==> src/rtl/decoder_pkg.sv <==
// Shared types and defaults for the output-side AER decoder.
package decoder_pkg;

  localparam int N_CLASSES_D = 10;
  localparam int TIMEOUT_D   = 1024;

  typedef enum logic [1:0] {
    IDLE   = 2'd0,
    LISTEN = 2'd1,
    DRAIN  = 2'd2,
    DONE   = 2'd3
  } dec_state_t;

  typedef enum logic {
    H_WAIT = 1'b0,
    H_ACK  = 1'b1
  } hs_state_t;

endpackage

==> src/rtl/decoder_aer_out.sv <==
// AER receiver: REQ synchronizer, 4-phase handshake, one event per request.
module decoder_aer_out
  import decoder_pkg::*;
#(
  parameter int AER_BITS = 8
) (
  input  logic                i_clk,
  input  logic                i_rst,
  input  logic                i_req,
  input  logic [AER_BITS-1:0] i_addr,
  output logic                o_ack,
  output logic                o_evt_valid,
  output logic [AER_BITS-1:0] o_evt_addr
);

  logic                r_req_s1;
  logic                r_req_s2;
  hs_state_t           r_hs;
  logic                r_ack;
  logic                r_evt;
  logic [AER_BITS-1:0] r_addr;

  always_ff @(posedge i_clk) begin
    if (i_rst) begin
      r_req_s1 <= 1'b0;
      r_req_s2 <= 1'b0;
      r_hs     <= H_WAIT;
      r_ack    <= 1'b0;
      r_evt    <= 1'b0;
      r_addr   <= '0;
    end else begin
      r_req_s1 <= i_req;
      r_req_s2 <= r_req_s1;
      r_evt    <= 1'b0;
      unique case (r_hs)
        H_WAIT: if (r_req_s2) begin
          r_addr <= i_addr;
          r_ack  <= 1'b1;
          r_evt  <= 1'b1;
          r_hs   <= H_ACK;
        end
        H_ACK: if (!r_req_s2) begin
          r_ack <= 1'b0;
          r_hs  <= H_WAIT;
        end
        default: r_hs <= H_WAIT;
      endcase
    end
  end

  assign o_ack       = r_ack;
  assign o_evt_valid = r_evt;
  assign o_evt_addr  = r_addr;

endmodule

==> src/rtl/decoder.sv <==
// Output-layer spike decoder: per-class counters, threshold win,
// timeout argmax fallback and the INFERENCE_DONE pulse.
module decoder
  import decoder_pkg::*;
#(
  parameter int N_CLASSES       = N_CLASSES_D,
  parameter int CLASS_BITS      = $clog2(N_CLASSES),
  parameter int AER_BITS        = 8,
  parameter int SPIKE_THRESHOLD = 1,
  parameter int CNT_BITS        = $clog2(SPIKE_THRESHOLD + 1),
  parameter int TIMEOUT         = TIMEOUT_D
) (
  input  logic                  CLK,
  input  logic                  RST,
  input  logic [AER_BITS-1:0]   AEROUT_ADDR,
  input  logic                  AEROUT_REQ,
  output logic                  AEROUT_ACK,
  input  logic                  NEW_IMAGE,
  input  logic                  IMAGE_ENCODED,
  output logic                  INFERENCE_DONE,
  output logic [CLASS_BITS-1:0] INFERRED_DIGIT,
  output logic                  NO_SPIKE,
  output logic                  DECODER_BUSY
);

  localparam int TMR_BITS = $clog2(TIMEOUT + 1);
  localparam logic [CNT_BITS-1:0] THR   = CNT_BITS'(SPIKE_THRESHOLD);
  localparam logic [CNT_BITS-1:0] THR_M = CNT_BITS'(SPIKE_THRESHOLD - 1);

  logic                  w_evt_valid;
  logic [AER_BITS-1:0]   w_evt_addr;
  logic                  w_active;
  logic                  w_in_range;
  logic [CLASS_BITS-1:0] w_idx;
  logic [CNT_BITS-1:0]   w_cur;
  logic [CNT_BITS-1:0]   w_next;
  logic                  w_count;
  logic                  w_hit;
  logic                  w_enc_rise;
  logic [CLASS_BITS-1:0] w_best_idx;
  logic [CNT_BITS-1:0]   w_best_cnt;

  dec_state_t            r_state;
  logic [CNT_BITS-1:0]   r_cnt [N_CLASSES];
  logic [TMR_BITS-1:0]   r_tmr;
  logic                  r_enc_q;
  logic                  r_done;
  logic [CLASS_BITS-1:0] r_digit;
  logic                  r_nospike;

  decoder_aer_out #(
    .AER_BITS (AER_BITS)
  ) u_aer_out (
    .i_clk       (CLK),
    .i_rst       (RST),
    .i_req       (AEROUT_REQ),
    .i_addr      (AEROUT_ADDR),
    .o_ack       (AEROUT_ACK),
    .o_evt_valid (w_evt_valid),
    .o_evt_addr  (w_evt_addr)
  );

  assign w_active   = (r_state == LISTEN) || (r_state == DRAIN);
  assign w_in_range = w_evt_addr < AER_BITS'(N_CLASSES);
  assign w_idx      = w_evt_addr[CLASS_BITS-1:0];
  assign w_enc_rise = IMAGE_ENCODED && !r_enc_q;
  assign w_count    = w_evt_valid && w_in_range && w_active && !NEW_IMAGE;

  always_comb begin
    w_cur = '0;
    if (w_in_range) w_cur = r_cnt[w_idx];
  end

  assign w_next = (w_cur == THR) ? w_cur : w_cur + CNT_BITS'(1);
  assign w_hit  = w_count && (w_cur == THR_M);

  // Strict compare keeps the lowest index on ties.
  always_comb begin
    w_best_idx = '0;
    w_best_cnt = r_cnt[0];
    for (int i = 1; i < N_CLASSES; i++) begin
      if (r_cnt[i] > w_best_cnt) begin
        w_best_cnt = r_cnt[i];
        w_best_idx = CLASS_BITS'(i);
      end
    end
  end

  always_ff @(posedge CLK) begin
    if (RST) begin
      r_state   <= IDLE;
      r_tmr     <= '0;
      r_enc_q   <= 1'b0;
      r_done    <= 1'b0;
      r_digit   <= '0;
      r_nospike <= 1'b0;
      for (int i = 0; i < N_CLASSES; i++) r_cnt[i] <= '0;
    end else begin
      r_enc_q <= IMAGE_ENCODED;
      r_done  <= 1'b0;
      if (NEW_IMAGE) begin
        r_state   <= LISTEN;
        r_digit   <= '0;
        r_nospike <= 1'b0;
        for (int i = 0; i < N_CLASSES; i++) r_cnt[i] <= '0;
      end else if (w_active) begin
        if (w_count) r_cnt[w_idx] <= w_next;
        if (w_hit) begin
          r_digit <= w_idx;
          r_done  <= 1'b1;
          r_state <= DONE;
        end else if (r_state == LISTEN) begin
          if (w_enc_rise) begin
            r_tmr   <= TMR_BITS'(TIMEOUT - 1);
            r_state <= DRAIN;
          end
        end else if (r_tmr == '0) begin
          r_digit   <= w_best_idx;
          r_nospike <= (w_best_cnt == '0);
          r_done    <= 1'b1;
          r_state   <= DONE;
        end else begin
          r_tmr <= r_tmr - TMR_BITS'(1);
        end
      end
    end
  end

  assign INFERENCE_DONE = r_done;
  assign INFERRED_DIGIT = r_digit;
  assign NO_SPIKE       = r_nospike;
  assign DECODER_BUSY   = w_active;

endmodule

==> config.mk <==
export PLATFORM = sky130hd
export DESIGN_NAME = decoder
export DESIGN_NICKNAME = d
export VERILOG_FILES = /design/src/rtl/decoder_pkg.sv /design/src/rtl/decoder_aer_out.sv /design/src/rtl/decoder.sv
export SDC_FILE = /design/constraint.sdc
export NUM_CORES = 1
export LEC_CHECK = 0
export ABC_AREA = 1
export ABC_CLOCK_PERIOD_IN_PS = 2050
export CORE_UTILIZATION = 30
export CTS_CLUSTER_SIZE = 8
export DETAILED_ROUTE_END_ITERATION = 12
export PLACE_DENSITY = 0.57
export SYNTH_ARGS = -nofsm -noshare
export SYNTH_HDL_FRONTEND = slang
export SYNTH_SLANG_ARGS = --single-unit
export TNS_END_PERCENT = 30
==> constraint.sdc <==
create_clock -name CLK -period 2.05 [get_ports CLK]
set_input_delay 0.5125 -clock CLK [delete_from_list [all_inputs] [get_ports CLK]]
set_output_delay 0.5125 -clock CLK [all_outputs]
set_load 0.005 [all_outputs]
# [Yosys cells after proc, flatten, opt, wreduce, memory -nomap -nowiden]
# Memory sizes are Yosys's and may differ from the RTL's. A register that Yosys moved wholly into a read port is not among the register bits.
# Index checks and enable logic that the tools add are counted.
[totals] output_inout_bits=8 inputBits=13 memories=1 regBits=33 ramBits=10 word_cells=140
[mem_list] memory="r_cnt" words=10 word_bits=1 rd=11 rd_clocked_by_memory_dff=1 write_ports=10 line="decoder.sv:44" text="logic [CNT_BITS-1:0] r_cnt [N_CLASSES];"
[classes] n_reduce_logical=24 mux=64 n_bitwise=17 order_cmp=10 n_eq_ne=9 n_addsub=2
[ops] op="4-bit two-way mux" n=14
[ops] op="1-bit two-way mux" n=42
[ops] op="11-bit two-way mux" n=3
[ops] op="11-bit zero test" n=1
[ops] op="11-bit by 1-bit subtractor with 11-bit output, second input constant" n=1
[ops] op="1-bit OR" n=10
[ops] op="1-bit greater-than comparator" n=9
[ops] op="3-bit AND reduction" n=3
[ops] op="8-bit by 4-bit less-than comparator with 1-bit output, second input constant" n=1
[ops] op="2-bit two-way mux" n=4
[ops] op="2-bit != test, second input constant" n=4
[ops] op="1-bit inverter" n=7
[ops] op="1-bit logical AND" n=5
[ops] op="5-bit AND reduction" n=1
[ops] op="4-bit != test, second input constant" n=1
[ops] op="2-bit AND reduction" n=2
[ops] op="4-bit AND reduction" n=1
[ops] op="2-bit nonzero test" n=2
[ops] op="4-bit nonzero test" n=1
[ops] op="2-bit OR reduction" n=2
[ops] op="3-bit != test, second input constant" n=1
[ops] op="3-bit nonzero test" n=1
[ops] op="3-bit OR reduction" n=1
[ops] op="2-bit by 1-bit equality test with 1-bit output, second input constant" n=1
[ops] op="other kinds (7)" n=8

# [Depth between registers and ports, before layout]
# Gate-level depths: netlist of the first run.
# An unclocked memory read counts as a cell.
[logic_depth] ltp_word=22 ltp_mapped=12 depth_no_buf=12

# [By module]
# Synthesis of the first run repeated with hierarchy kept, for this count alone.
[unflattened] hier_cells=373 area_unflattened_um2=2546.2
[modules_own_cells] mod="decoder" instances=1 area_each_um2=2010.7 cells_per_inst=303 seq_area_each_um2=700.7
[modules_own_cells] mod="decoder_aer_out" instances=1 area_each_um2=535.5 cells_per_inst=70 seq_area_each_um2=260.2

# [Least setup slack after synthesis of the first run]
# OpenSTA, ideal clock, no wires.
[synth_timing] path_type="flip-flop to flip-flop" start="reg r_state[1]" end="mem r_cnt[4] (netlist name) (enable)" setup_slack_ns=0.249 arrival_time_ns=1.490 required_time_ns=1.739 path_stages_with_launch=6 setup_ns=0.311 n_path_buf=0 period_less_slack_ns=1.801 path_cell_list="dfxtp_1 > inv_1 > ha_1 > nor4_4 > nand3_1 > o21ai_0"
[synth_lines] element="from (decl)" line="decoder.sv:43" text="dec_state_t r_state;"
[synth_lines] element="from (signal assigned)" line="decoder.sv:91" text="r_state <= IDLE;"
[synth_lines] element="from (signal assigned)" line="decoder.sv:102" text="r_state <= LISTEN;"
[synth_lines] element="from (signal assigned)" line="decoder.sv:111" text="r_state <= DONE;"
[synth_lines] element="to (decl)" line="decoder.sv:44"

# [Worst setup path after layout of the first run]
[layout_timing] start="reg r_state[1]" end="out DECODER_BUSY"
[layout_via] elab_chain_cells=2 word_cells_on_any_way=3 cone_classes="2 x eq/ne; 1 x reduce/logical"
[layout_lines] element="2-bit by 1-bit equality test with 1-bit output or 2-bit equality test (tied branches)" line="decoder.sv:63" text="assign w_active = (r_state == LISTEN) || (r_state == DRAIN);"
[layout_lines] element="1-bit logical OR (*)" line="decoder.sv:63"
[layout_lines] element="to (decl)" line="decoder.sv:23" text="output logic DECODER_BUSY"
# Mark *: on every way between the ends. The rest lies on a longest branch, timed or not.

==> results of run 1 <==
-- synthesized netlist by cell type (all sizes together) --
library cell,instances
clkinv,1
a21oi,14
nor2,67
inv,40
dfxtp,37
o21ai,27
xor2,6
nand3b,1
a31oi,3
o31ai,1
nand3,22
nor3,8
nand4,5
nand2,75
ha,3
clkbuf,2
edfxtp,10
buf,3
and2,1
nor4,2
-- per-stage QoR --
step | setup WS, ns | cell area (um2) | total power [W]
finish | 0.0421 | 2850 | 0.00248
CTS | 0.00662 | 2850 | 0.00251
floorplan | 0.249 | 2370 | 0.00171
global route | 0.00511 | 2850 | 0.00266
global placement | -0.175 | 2750 | 0.00190
detailed placement | -0.275 | 2750 | 0.00191
-- power breakdown --
part           switching, W  internal [W]
clock network      0.000327      0.000245
logic              0.000497      0.000326
registers         0.0000582       0.00103
-- repair_timing --
| action | CTS | global route |
|---|---|---|
| buffers inserted | 0 | 0 |
| resized for setup | 1 | 3 |
| setup endpoints to repair | 1 | 6 |
-- sequential cells by signal, indices dropped and copies added, names as in the netlist, named ones only --
name and count:
u_aer_out.o_evt_addr 8, NO_SPIKE 1, u_aer_out.r_req_s1 1, INFERRED_DIGIT 4, r_state 2, u_aer_out.r_req_s2 1, r_tmr 11, r_enc_q 1
u_aer_out.o_ack 1, u_aer_out.r_hs 1, INFERENCE_DONE 1, r_cnt 10, u_aer_out.o_evt_valid 1
-- kinds of logic (layout without fill, tap and decap cells) --
kind of cell             after synthesis  in the layout  synth area share
AO/OA/AOI/OAI                         45             45            0.0991
buffers and inverters                 46             79            0.0769
XOR/XNOR                               6              6            0.0221
AND/OR/NAND/NOR                      181            181             0.348
flip-flops                            47             47             0.438
adder cells (fa/ha/maj)                3              3            0.0158
-- layer usage --
metal | vias to the layer above | track usage | wire length (um)
li1 | 1114 | - | -
met1 | 922 | 0.177 | 2620
met2 | 34 | 0.205 | 2050
met3 | 5 | 0.0235 | 184
met4 | 0 | 0.0357 | 54
met5 | - | 0 | 0
-- worst max-delay path, cell delays in order (launching register included) --
cell and delay [ns]:
dfxtp_1 0.33, inv_2 0.05, ha_4 0.23, inv_1 0.09, clkdlybuf4s50_1 0.50
-- area by class of cell --
type                       count  area (um2)  share of cell area
multi-input combinational    235        1170               0.409
clock buffer                   6        72.6              0.0254
tap                          102         128              0.0447
timing repair buffer          30         275              0.0964
clock inverter                 2        16.3             0.00570
sequential                    47        1040               0.365
inverter                      41         154              0.0539
-- final timing paths --
path	slack, ns	start	cells after the start	to
min reg2reg	0.41	u_aer_out.r_req_s1	2	u_aer_out.r_req_s2
max reg2reg	0.24	u_aer_out.o_evt_addr[6]	6	r_cnt[6]
min	0.41	u_aer_out.r_req_s1	2	u_aer_out.r_req_s2
max	0.04	r_state[1]	4	DECODER_BUSY
==> metrics.txt, run 1 <==
vias in the first global route=1,963; synthesis-to-layout area growth=20.2%; final hold slack=0.409 ns; post-synth top area share=0.312; commonest non-fill, non-tap cell in the layout=nand2_1; DIE AREA=8280 um2; DRT iter0 DRCs=65; CTS tree=yes; Worst Path Arrival=1.50 ns; type of the tightest min-delay check=register to register; Final setup viols=0; Post-Layout Cell Count=463; CTS H-tree depth=2; CTS Sinks=47; Clock Path Buffers=2; Period Utilization, post-route=0.979; worst vdd ir=374 uV; Filler cells=827; DR vias=2,075; clk root buf=clkbuf_8; routability-driven placement congestion ratio=0.778; largest net degree at the start of global routing=16; clock-pin slew on the worst setup and hold paths=0.09 ns; unrepaired setup endpoints after global routing=false; Max Clock Freq=0.498 GHz; first-pass iteration count of the detailed router=6; Leak=1.22 nW; Synth area leaders=dfxtp_1, edfxtp_1, nand2_1; first-pass GRT wire length=8660 um; Slew Viols, Final=0; critical path capture point type=output port; setup TNS=0 ns; number of hold buffers added after CTS=0; post-DP HPWL=3640 um; CTS buffer count=5; WP data required=1.54 ns; IO Count=21; max-cap viol count=0; sequential-to-total area share from yosys stat=0.438; yosys warns=0; post-layout min period=2.01 ns; commonest non-fill, non-tap cells in the layout=nand2_1, nor2_1, dfxtp_1, inv_1, o21ai_0; Nets=376; path type of the worst setup path=register to output port; WL final=4910 um; syn avg cell area=7.24 um2; layout cells sized above 1=0.0970; CP startpoint kind=register; die height=91.0 um; vias per cell=4.48; Slew @ Worst Pin=0.527 ns; Final Skew=0.00440 ns; leading area contributor after synthesis=dfxtp_1; GRT Total Usage=0.128; Critical Path Fanout Max=3; Starting Density=0.309; total gr overflow=0; Seq cells post-synth=47; Synth cell types=31; outcome=finished, final reports clean; port bufs=20; initial antenna violation count=0; Core Util, Final=0.371; routed len/inst=10.6 um; Clock Latency Late Sink=0.30 ns; Mapped Area=2370 um2; die width=91.0 um; PD cells=869 nW/um2; Synth Instances=328; Final ANT Viol Nets=0; Slew HR=0.648; Hold Violations, Final=0; Placed Cells=455; Synth Net Count=344; Core Box Area=7690 um2; row cnt=32; DRC Markers=0; n_diodes=0
Power figures use the tool's default switching activity.
==> run 2: changes to the inputs <==
--- a/config.mk
+++ b/config.mk
@@ -7,10 +7,12 @@
 export LEC_CHECK = 0
 export ABC_AREA = 1
 export ABC_CLOCK_PERIOD_IN_PS = 2050
+export CELL_PAD_IN_SITES_DETAIL_PLACEMENT = 0
+export CELL_PAD_IN_SITES_GLOBAL_PLACEMENT = 1
 export CORE_UTILIZATION = 30
 export CTS_CLUSTER_SIZE = 8
 export DETAILED_ROUTE_END_ITERATION = 12
-export PLACE_DENSITY = 0.57
+export PLACE_DENSITY = 0.7
 export SYNTH_ARGS = -nofsm -noshare
 export SYNTH_HDL_FRONTEND = slang
 export SYNTH_SLANG_ARGS = --single-unit
==> run 2 against run 1 <==
- sequential power hardly changed
- clock power is 3% higher
- global-route usage is 0.34 points higher
- non-clock buffer count is 1 higher
- sequential cell count stayed put
- critical path depth stayed put
- largest cell class unchanged
==> metrics.txt, run 2 (synthesis gave the netlist of run 1 again) <==
max-cap viol count=0 (unchanged); DRT iter0 DRCs=43 (was 65); CTS buffer count=5 (unchanged); routability-driven placement congestion ratio=0.738 (was 0.778); max reg flops=11 (unchanged); switching share of power=0.358 (was 0.356); unrepaired setup endpoints after global routing=false (unchanged); Final ANT Viol Nets=0 (unchanged); path type of the worst setup path=input port to register (was register to output port); outcome=finished, final reports clean (unchanged); synthesis-to-layout area growth=20.7% (was 20.2%); commonest non-fill, non-tap cells in the layout=nand2_1, nor2_1, dfxtp_1, inv_1, o21ai_0 (unchanged); Final setup viols=0 (unchanged); register area=1040 um2 (unchanged); Slew HR=0.650 (was 0.648); worst vdd ir=316 uV (was 374 uV); Period Utilization, post-route=0.927 (was 0.979); clk root buf=clkbuf_8 (unchanged); largest net degree at the start of global routing=17 (was 16); Post-CTS Setup Inserts=0 (unchanged); Max Clock Freq=0.526 GHz (was 0.498 GHz); Slew @ Worst Pin=0.524 ns (was 0.527 ns); port bufs=20 (unchanged); critical path capture point type=register (was output port); vias per cell=4.42 (was 4.48); IO Count=21 (unchanged); CTS H-tree depth=2 (unchanged); layout cells sized above 1=0.102 (was 0.0970); first-pass GRT wire length=8820 um (was 8660 um); WL final=4900 um (was 4910 um); Clock Latency Late Sink=0.30 ns (about the same); Final Cell Area=2870 um2 (was 2850 um2); Hold Violations, Final=0 (unchanged); clock-pin slew on the worst setup and hold paths=0.10 ns (was 0.09 ns); Placed Area=2760 um2 (was 2750 um2); setup TNS=0 ns (unchanged); register bank with the most flops=r_tmr (unchanged); Worst Reg-to-Reg Cells=6 (unchanged); Clock Path Buffers=2 (unchanged); post-DP HPWL=3750 um (was 3640 um); CTS Sinks=47 (unchanged); DIE AREA=8280 um2 (unchanged); DRC Markers=0 (unchanged); P_int=0.00160 W (about the same); Filler cells=860 (was 827); Starting Density=0.309 (unchanged); CTS tree=yes (unchanged); DR vias=2,052 (was 2,075); Clk pwr share=0.238 (was 0.231); WP data required=2.05 ns (was 1.54 ns); first-pass iteration count of the detailed router=4 (was 6); combinational share of power=0.328 (was 0.332); CP startpoint kind=input port (was register); Worst Hold Depth=2 (unchanged); Slew Viols, Final=0 (unchanged); Leak=1.24 nW (was 1.22 nW); Nets=377 (was 376); Placed Cells=456 (was 455); die width=91.0 um (unchanged); type of the tightest min-delay check=register to register (unchanged); Final Skew=0.00559 ns (was 0.00440 ns); GRT Total Usage=0.132 (was 0.128); initial antenna violation count=0 (unchanged); sequential power share=0.434 (was 0.437); Net Sw Power=0.000893 W (was 0.000882 W); routed len/inst=10.6 um (about the same); total gr overflow=0 (unchanged); Core Box Area=7690 um2 (unchanged); Post-Layout Cell Count=464 (was 463); Multi-input gate area=1170 um2 (unchanged); die height=91.0 um (unchanged); final hold slack=0.417 ns (was 0.409 ns); Critical Path Fanout Max=6 (was 3); PD cells=869 nW/um2 (about the same); Worst Path Arrival=1.91 ns (was 1.50 ns); vias in the first global route=1,970 (was 1,963); commonest non-fill, non-tap cell in the layout=nand2_1 (unchanged); n_diodes=0 (unchanged); row cnt=32 (unchanged); post-layout min period=1.90 ns (was 2.01 ns)
-- run 2: cell count changes in the layout (fill, tap and decap cells not counted), sizes merged --
cell           change
clkbuf             -1
clkdlybuf4s50      -1
buf                +1
clkinvlp           -1
clkinv             +1
inv                +1
dlymetal6s2s       +1
-- run 2: final cells by class --
type / instances / share of cell area
clock buffers: 5 / 0.0240
inverters: 41 / 0.0537
repair buffers: 31 / 0.0995
well taps: 102 / 0.0445
multi-input cells: 235 / 0.407
flip-flops and latches: 47 / 0.364
clock inverters: 3 / 0.00786
-- run 2: metrics by stage --
stage	setup WS [ns]	total power, W	utilization
global route	0.0289	0.00269	0.373
global placement	-0.179	0.00191	0.359
finish	0.149	0.00249	0.373
detailed placement	-0.287	0.00191	0.359
CTS	0.00976	0.00253	0.372
floorplan	0.249	0.00171	-
-- run 2: power groups by stage --
stage                     combinational, W  clock, W  sequential [W]
after global placement            0.000805         0         0.00110
final                             0.000817  0.000593         0.00108
after detailed placement          0.000809         0         0.00110
after floorplan                   0.000617         0         0.00109
after CTS                         0.000827  0.000620         0.00108
after global routing              0.000939  0.000653         0.00110
-- run 2: worst paths after layout --
kind / slack [ns] / end / startpoint
max reg2reg: 0.22 / r_cnt[5] / u_aer_out.o_evt_addr[4]
min reg2reg: 0.42 / u_aer_out.r_req_s2 / u_aer_out.r_req_s1
max: 0.15 / r_cnt[5] / NEW_IMAGE
min: 0.42 / u_aer_out.r_req_s2 / u_aer_out.r_req_s1
-- run 2: critical path, cell delays in order --
cell,delay [ns]
clkdlybuf4s50_1,0.50
nor4_4,0.38
nand3_1,0.25
o21ai_0,0.25
-- run 2: metal layers --
layer | up-vias | track usage | share of wire
li1 | 1117 | - | -
met1 | 911 | 0.177 | 0.53
met2 | 22 | 0.211 | 0.44
met3 | 2 | 0.0235 | 0.022
met4 | 0 | 0.0476 | 0.0076
met5 | - | 0 | 0
-- run 2: what timing repair did --
action                     CTS  global route
hold buffers                 0             0
setup endpoints to repair    1            11
gates resized for setup      2             5
